<file path="src/rtl/ysyx_22040125_fwd_ctrl.sv">
// Operand-forwarding and hazard controller: registered EXE operand selects plus
// combinational stall/bubble controls driven by a RUN / LU / MCW state machine.
module ysyx_22040125_fwd_ctrl (
   input  logic       clk,
   input  logic       rst,
   input  logic       id_valid,
   input  logic [4:0] id_rs1,
   input  logic [4:0] id_rs2,
   input  logic       id_rs1_used,
   input  logic       id_rs2_used,
   input  logic       exe_valid,
   input  logic       exe_wen,
   input  logic       exe_is_load,
   input  logic [4:0] exe_rd,
   input  logic       mem_valid,
   input  logic       mem_wen,
   input  logic [4:0] mem_rd,
   input  logic       exe_mc_req,
   input  logic       exe_mc_done,
   input  logic       exe_redirect,
   output logic [2:0] src1_sel_plus,
   output logic [2:0] src2_sel_plus,
   output logic       stall_front,
   output logic       stall_all,
   output logic       bubble_exe,
   output logic [1:0] fsm_state
);

   localparam logic [1:0] ST_RUN = 2'b00;
   localparam logic [1:0] ST_LU  = 2'b01;
   localparam logic [1:0] ST_MCW = 2'b10;

   function automatic logic hit(input logic v, input logic w,
                                input logic [4:0] rd, input logic [4:0] rs);
      return v & w & (rd != 5'd0) & (rd == rs);
   endfunction

   // EXE is the younger producer, so it takes priority over MEM.
   function automatic logic [2:0] sel_of(input logic used, input logic he, input logic hm);
      logic [2:0] s;
      if (!used)   s = 3'b001;
      else if (he) s = 3'b010;
      else if (hm) s = 3'b100;
      else         s = 3'b001;
      return s;
   endfunction

   logic [1:0] state_r;
   logic [1:0] state_nxt_s;
   logic [2:0] sel1_r, sel2_r;
   logic       he1_s, he2_s, hm1_s, hm2_s;
   logic       load_use_s;
   logic       stall_all_s, stall_front_s, bubble_s;
   logic [2:0] sel1_nxt_s, sel2_nxt_s;

   assign he1_s = hit(exe_valid, exe_wen, exe_rd, id_rs1);
   assign he2_s = hit(exe_valid, exe_wen, exe_rd, id_rs2);
   assign hm1_s = hit(mem_valid, mem_wen, mem_rd, id_rs1);
   assign hm2_s = hit(mem_valid, mem_wen, mem_rd, id_rs2);
   assign sel1_nxt_s = sel_of(id_rs1_used, he1_s, hm1_s);
   assign sel2_nxt_s = sel_of(id_rs2_used, he2_s, hm2_s);
   assign load_use_s = id_valid & exe_is_load &
                       ((id_rs1_used & he1_s) | (id_rs2_used & he2_s));

   // State register
   always_ff @(posedge clk) begin
      if (rst) begin
         state_r <= ST_RUN;
      end else begin
         state_r <= state_nxt_s;
      end
   end

   // Next-state logic: a freeze dominates, then redirect, then load-use
   always_comb begin
      state_nxt_s = ST_RUN;
      if (stall_all_s) begin
         state_nxt_s = ST_MCW;
      end else if (exe_redirect) begin
         state_nxt_s = ST_RUN;
      end else begin
         case (state_r)
            ST_RUN:  state_nxt_s = load_use_s ? ST_LU : ST_RUN;
            default: state_nxt_s = ST_RUN;
         endcase
      end
   end

   // Output logic: stall/bubble controls, forced low during reset
   always_comb begin
      stall_all_s   = 1'b0;
      stall_front_s = 1'b0;
      bubble_s      = 1'b0;
      if (rst) begin
         stall_all_s   = 1'b0;
         stall_front_s = 1'b0;
         bubble_s      = 1'b0;
      end else begin
         case (state_r)
            ST_MCW:        stall_all_s = ~exe_mc_done;
            ST_RUN, ST_LU: stall_all_s = exe_mc_req & ~exe_mc_done;
            default:       stall_all_s = 1'b0;
         endcase
         // Redirect is ignored under a freeze; the producer re-presents it afterwards.
         if (stall_all_s) begin
            stall_front_s = 1'b0;
            bubble_s      = 1'b0;
         end else if (exe_redirect) begin
            stall_front_s = 1'b0;
            bubble_s      = 1'b1;
         end else if ((state_r == ST_RUN) && load_use_s) begin
            stall_front_s = 1'b1;
            bubble_s      = 1'b1;
         end else begin
            stall_front_s = 1'b0;
            bubble_s      = 1'b0;
         end
      end
   end

   // Operand-select registers: hold on freeze, normal path on bubble or empty ID
   always_ff @(posedge clk) begin
      if (rst) begin
         sel1_r <= 3'b001;
         sel2_r <= 3'b001;
      end else if (stall_all_s) begin
         sel1_r <= sel1_r;
         sel2_r <= sel2_r;
      end else if (bubble_s || !id_valid) begin
         sel1_r <= 3'b001;
         sel2_r <= 3'b001;
      end else begin
         sel1_r <= sel1_nxt_s;
         sel2_r <= sel2_nxt_s;
      end
   end

   assign src1_sel_plus = sel1_r;
   assign src2_sel_plus = sel2_r;
   assign stall_all     = stall_all_s;
   assign stall_front   = stall_front_s;
   assign bubble_exe    = bubble_s;
   assign fsm_state     = state_r;

endmodule
</file>
<file path="config.mk">
export PLATFORM = sky130hd
export DESIGN_NAME = ysyx_22040125_fwd_ctrl
export DESIGN_NICKNAME = d
export VERILOG_FILES = /design/src/rtl/ysyx_22040125_fwd_ctrl.sv
export SDC_FILE = /design/constraint.sdc
export NUM_CORES = 1
export LEC_CHECK = 0
export CORE_UTILIZATION = 38
export CTS_CLUSTER_SIZE = 40
export DETAILED_ROUTE_END_ITERATION = 6
export PLACE_DENSITY = 0.82
export SYNTH_ARGS = -nofsm -noshare
export SYNTH_HDL_FRONTEND = slang
export SYNTH_SLANG_ARGS = --single-unit
</file>
<file path="constraint.sdc">
create_clock -name clk -period 5.3 [get_ports clk]
set_clock_uncertainty 0.2 [all_clocks]
set_input_delay 0.795 -clock clk [delete_from_list [all_inputs] [get_ports clk]]
set_output_delay 0.795 -clock clk [all_outputs]
set_load 0.01 [all_outputs]
</file>
# Yosys cells after proc, flatten, opt, wreduce, memory -nomap -nowiden
# Cells that the tools add are included.
[totals]
elab_cells = 56
input_bits = 33
out_inout_bits = 11
regBits = 8
[classes]
n_eq_ne = 6
reduce_logical = 8
mux = 22
n_bitwise = 16
[ops]
columns = ["op", "n"]
rows = [
  ["$mux 3", 8],
  ["$eq 5x5->1", 4],
  ["$and 1x1->1", 13],
  ["$mux 1", 12],
  ["$reduce_bool 5->1", 2],
  ["$reduce_or 4->1", 1],
  ["$eq 2x1->1 const B", 1],
  ["$eq 2x2->1 const B", 1],
  ["$logic_not 2->1", 1],
  ["$mux 2", 1],
  ["$not 1->1", 2],
  ["$pmux 1 s2", 1],
  ["$reduce_or 2->1", 1],
  ["$logic_and 1x1->1", 1],
  ["$logic_not 1->1", 1],
  ["$logic_or 1x1->1", 1],
  ["$or 1x1->1", 1],
]

# Longest topological paths before layout
[depth]
depth_word = 13
depth_mapped = 6

# Worst setup path before layout
# Ideal clock, no wire load.
[synth_path]
path_type = "input to output"
from = "input exe_rd[3]"
to = "output stall_front"
required_time_ns = 4.305
n_path_buf = 0
t_arrival_ns = 2.159
setup_slack_ns = 2.146
cell_stages = 5
path_cell_list = "xor2_1 -> nor4_4 -> nand3_2 -> a2111oi_4 -> and3b_1"
[synth_between]
elab_chain_cells = 11
[synth_lines]
columns = ["element", "line", "text"]
rows = [
  ["start: declaration", "14", "input logic [4:0] exe_rd,"],
  ["$reduce_bool 5->1", "35", "return v & w & (rd != 5'd0) & (rd == rs);"],
  ["$and 1x1->1 (2 in series)", "35", ""],
  ["$and 1x1->1", "63", "((id_rs1_used & he1_s) | (id_rs2_used & he2_s));"],
  ["$or 1x1->1 (*)", "63", ""],
  ["$and 1x1->1 (*)", "62", "assign load_use_s = id_valid & exe_is_load &"],
  ["$logic_and 1x1->1 (*)", "111", "end else if ((state_r == ST_RUN) && load_use_s) begin"],
  ["$mux 1 (*)", "111", ""],
  ["$mux 1 (*)", "108", "end else if (exe_redirect) begin"],
  ["$mux 1 (*)", "105", "if (stall_all_s) begin"],
  ["$mux 1 (*)", "94", "if (rst) begin"],
  ["end: declaration", "23", "output logic stall_front,"],
]
# Mark *: on every way between the ends. The rest lies on a longest branch, timed or not.

# Final worst setup path
[layout_path]
from = "input exe_rd[2]"
to = "output stall_front"
# The elaborated chain is that of the path after synthesis.

==> implementation parameters <==
Parameter                              Value

Power and ir drop
  Net Switching ... 44.3 uW
  Part of the power in the clock network ... 27.4%
  Sw Share ... 26.7%
  Sequential cell fraction of total power ... 36.8%
  Cell Int Power ... 122 uW
  Fraction of power consumed by combinational cells ... 35.7%
  Static leakage ... 0.000415 uW
  Power density of the placed cells ... 145 nW/um2
  Worst vdd rail ir drop ... 144 uV

Place
  Pre-CTS setup slack ... 1.02 ns
  Placer congestion estimate ... 0.850
  Cell count after placement ... 129
  Buffers added on ports ... 43
  Post-detail-place hpwl ... 1.59 mm

Clock tree
  Clock Pin Slew Worst Setup and Hold Paths ... 0.05 ns
  Cell at the root of the clock tree ... sky130_fd_sc_hd__clkbuf_4
  Worst-Skew Late Latency ... 0.25 ns
  Num CTS Buffers ... 3
  Cts hold-fix bufs ... 0
  Clock tree from TritonCTS ... built
  Post_cts resized ... 0
  Maximum clock path buffer count ... 2
  Num Clock Sinks ... 8
  Number of H-tree levels ... 1
  Post CTS Setup Buffer Count ... 0

Synthesis
  Number of distinct library cells after synthesis ... 30
  Seq/Total Area, Yosys ... 23.7%
  Largest cells by area after synthesis ... sky130_fd_sc_hd__dfxtp_1 (24%), sky130_fd_sc_hd__xor2_1 (18%), sky130_fd_sc_hd__xnor2_1 (7.8%)
  Synthesized instance count ... 71
  Synth area leader ... sky130_fd_sc_hd__dfxtp_1
  Yosys reg bits ... 8
  Avg Inst Size Synth ... 9.53 um2
  Area share of the largest cell type after synthesis ... 23.7%
  Post-synth net total ... 104
  Cell Area, Synth ... 677 um2
  Total number of yosys warnings ... 0

Route
  Via/cell ratio ... 5.36
  Detailed Routing Iterations Pass 1 ... 6
  Vias post-DR ... 707
  Residual DRC ... 1
  Initial detailed-routing violation count ... 17
  Mean routed wirelength per cell ... 13.6 um
  Detailed-route wire length ... 1.79 mm
  Post-route antenna net violation count ... 0

Timing
  RSZ-0062 raised after global routing ... false
  Final count of negative-setup-slack endpoints ... 0
  Final worst-path cycle share ... 80.9%
  Max Transition Viols Final ... 0
  Minimum period implied by the final worst setup slack ... 4.29 ns
  Max frequency ... 0.233 GHz
  Final hold vios ... 0
  Setup slack after layout ... 1.01 ns
  Final setup TNS ... 0 ns
  Relative max-transition margin ... 65.3%
  Slew at the pin with the worst max-slew slack ... 0.521 ns

Critical path
  Required time worst endpoint ... 4.30 ns
  Sort of element at the end of the critical path ... primary output
  Launching element type of the critical path ... input port
  R2R cell count ... 5
  Highest net fanout along the worst path ... 9
  Critical Path AT ... 3.30 ns
  Path type of the worst setup path ... in2out

Global routing
  Global routing met2 resource utilization ... 31.8%
  Wire length of the first global-routing pass ... 2.97 mm
  Global Route met1 Usage ... 28.7%
  Layer carrying the most global-route usage ... met2
  Number of antenna violations at the first check in global routing ... 0
  Gr ovfl total ... 0
  GRT Overall Usage ... 20.8%
  GR Layer Usage met3 ... 6.94%
  Maximum number of pins on one net before global-route repair ... 10
  Via count of the first global-routing pass ... 646

Cells and area
  # fillers ... 124
  Fin cells ... 132
  Area growth, synth to finish ... 69.3%
  Share of the core filled with cells in the final layout ... 72.7%
  Post-layout nets ... 151
  N_diodes ... 0
  Ratio of cells with drive above 1 in the final layout ... 9.48%

Floorplanning
  Die width ... 44.2 um
  Total die area ... 1950 um2
  IO Pins ... 44
  Core area ... 1580 um2
  # rows ... 14
  Starting Density ... 42.9%
  Die boundary height ... 44.2 um

Min path
  Hold path depth ... 2
  Hold Crit Class ... reg2reg

Flow run
  Maximum Capacitance Violations ... 0

Status
  Violated checks ... design-rule violations
  Status ... finished, violations left
cell families (layout without fill, tap and decap cells):
| kind of cell | after synthesis | count (layout) | synth area share (%) |
|---|---|---|---|
| simple gates | 26 | 26 | 28.5 |
| flops | 8 | 8 | 23.7 |
| compound gates | 14 | 14 | 20.3 |
| xor+xnor | 20 | 20 | 25.9 |
| buf+inv | 3 | 48 | 1.66 |
metrics by stage:
stage / cell area, um2 / power [uW] / hold slack (ns)
after global routing: 1150 / 176 / 0.267
after global placement: 1120 / 121 / 0.244
after CTS: 1150 / 168 / 0.250
final: 1150 / 166 / 0.245
after floorplan: 677 / 85.5 / 0.277
after detailed placement: 1120 / 122 / 0.239
registers in the layout (all words and copies together), names as in the netlist:
register,count
fsm_state,2
src2_sel_plus,3
src1_sel_plus,3
final timing paths:
path	start	endpoint	slack (ns)
max	exe_rd[2]	stall_front	1.01
min	src2_sel_plus[2]	src2_sel_plus[2]	0.24
max reg2reg	fsm_state[1]	src2_sel_plus[0]	3.56
min reg2reg	src2_sel_plus[2]	src2_sel_plus[2]	0.24
routing by layer:
metal	wire (um)	part of all wire (%)	vias up
met5	0	0	-
met4	19	1.1	0
met3	76	4.2	2
met2	849	47	17
met1	847	47	338
li1	-	-	350
power by group through the flow:
stage	Sequential (uW)	Clock, uW	Combinational (uW)
6_report	61.2	45.6	59.4
5_1_grt	61.2	51.5	63.3
4_1_cts	61.2	47.0	59.4
3_5_place_dp	62.4	0	59.1
3_3_place_gp	62.4	0	58.7
2_1_floorplan	62.6	0	22.9
placed cells by master, fill, tap and decap left out, types with 2 or more instances in the layout:
cell                              Yosys  final
sky130_fd_sc_hd__nor4_1               2      2
sky130_fd_sc_hd__nand3_2              2      2
sky130_fd_sc_hd__nand2_1              4      4
sky130_fd_sc_hd__clkbuf_4             0      3
sky130_fd_sc_hd__dfxtp_1              8      8
sky130_fd_sc_hd__nand4_1              2      2
sky130_fd_sc_hd__xnor2_1              6      6
sky130_fd_sc_hd__o32a_1               2      2
sky130_fd_sc_hd__inv_1                2      2
sky130_fd_sc_hd__and2_1               2      2
sky130_fd_sc_hd__nand2b_1             2      2
sky130_fd_sc_hd__xor2_1              14     14
sky130_fd_sc_hd__clkdlybuf4s50_1      0     43
sky130_fd_sc_hd__nor2b_1              2      2
sky130_fd_sc_hd__o31ai_1              4      4
sky130_fd_sc_hd__o211a_1              2      2
sky130_fd_sc_hd__and3b_1              2      2
critical path, cell delays in order:
cell and delay [ns]:
sky130_fd_sc_hd__clkdlybuf4s50_1 0.48, sky130_fd_sc_hd__xor2_1 0.20, sky130_fd_sc_hd__nor4_2 0.34, sky130_fd_sc_hd__nand3_2 0.17
sky130_fd_sc_hd__a2111oi_4 0.54, sky130_fd_sc_hd__and3b_1 0.24, sky130_fd_sc_hd__clkdlybuf4s50_1 0.53
synth_stat cells (all sizes together):
cell type / instances
dfxtp: 8
or3: 1
nand3: 2
a22o: 1
a2111oi: 1
or4: 1
inv: 2
nand2b: 2
a21oi: 1
nand3b: 1
o211a: 2
o311a: 1
clkbuf: 1
nand4: 2
and3b: 2
xnor2: 6
nor2b: 2
and2: 3
a21o: 2
o31ai: 4
nor4: 4
nand2: 5
nor2: 1
o32a: 2
xor2: 14
final cells by class:
| type | count | area [um2] | share of cell area, % |
|---|---|---|---|
| flip-flops and latches | 8 | 160 | 14.0 |
| clock buffers | 3 | 22.5 | 1.97 |
| well taps | 16 | 20.0 | 1.75 |
| multi-input cells | 60 | 505 | 44.1 |
| repair buffers | 43 | 430 | 37.6 |
| inverters | 2 | 7.51 | 0.655 |
Power figures use the tool's default switching activity.
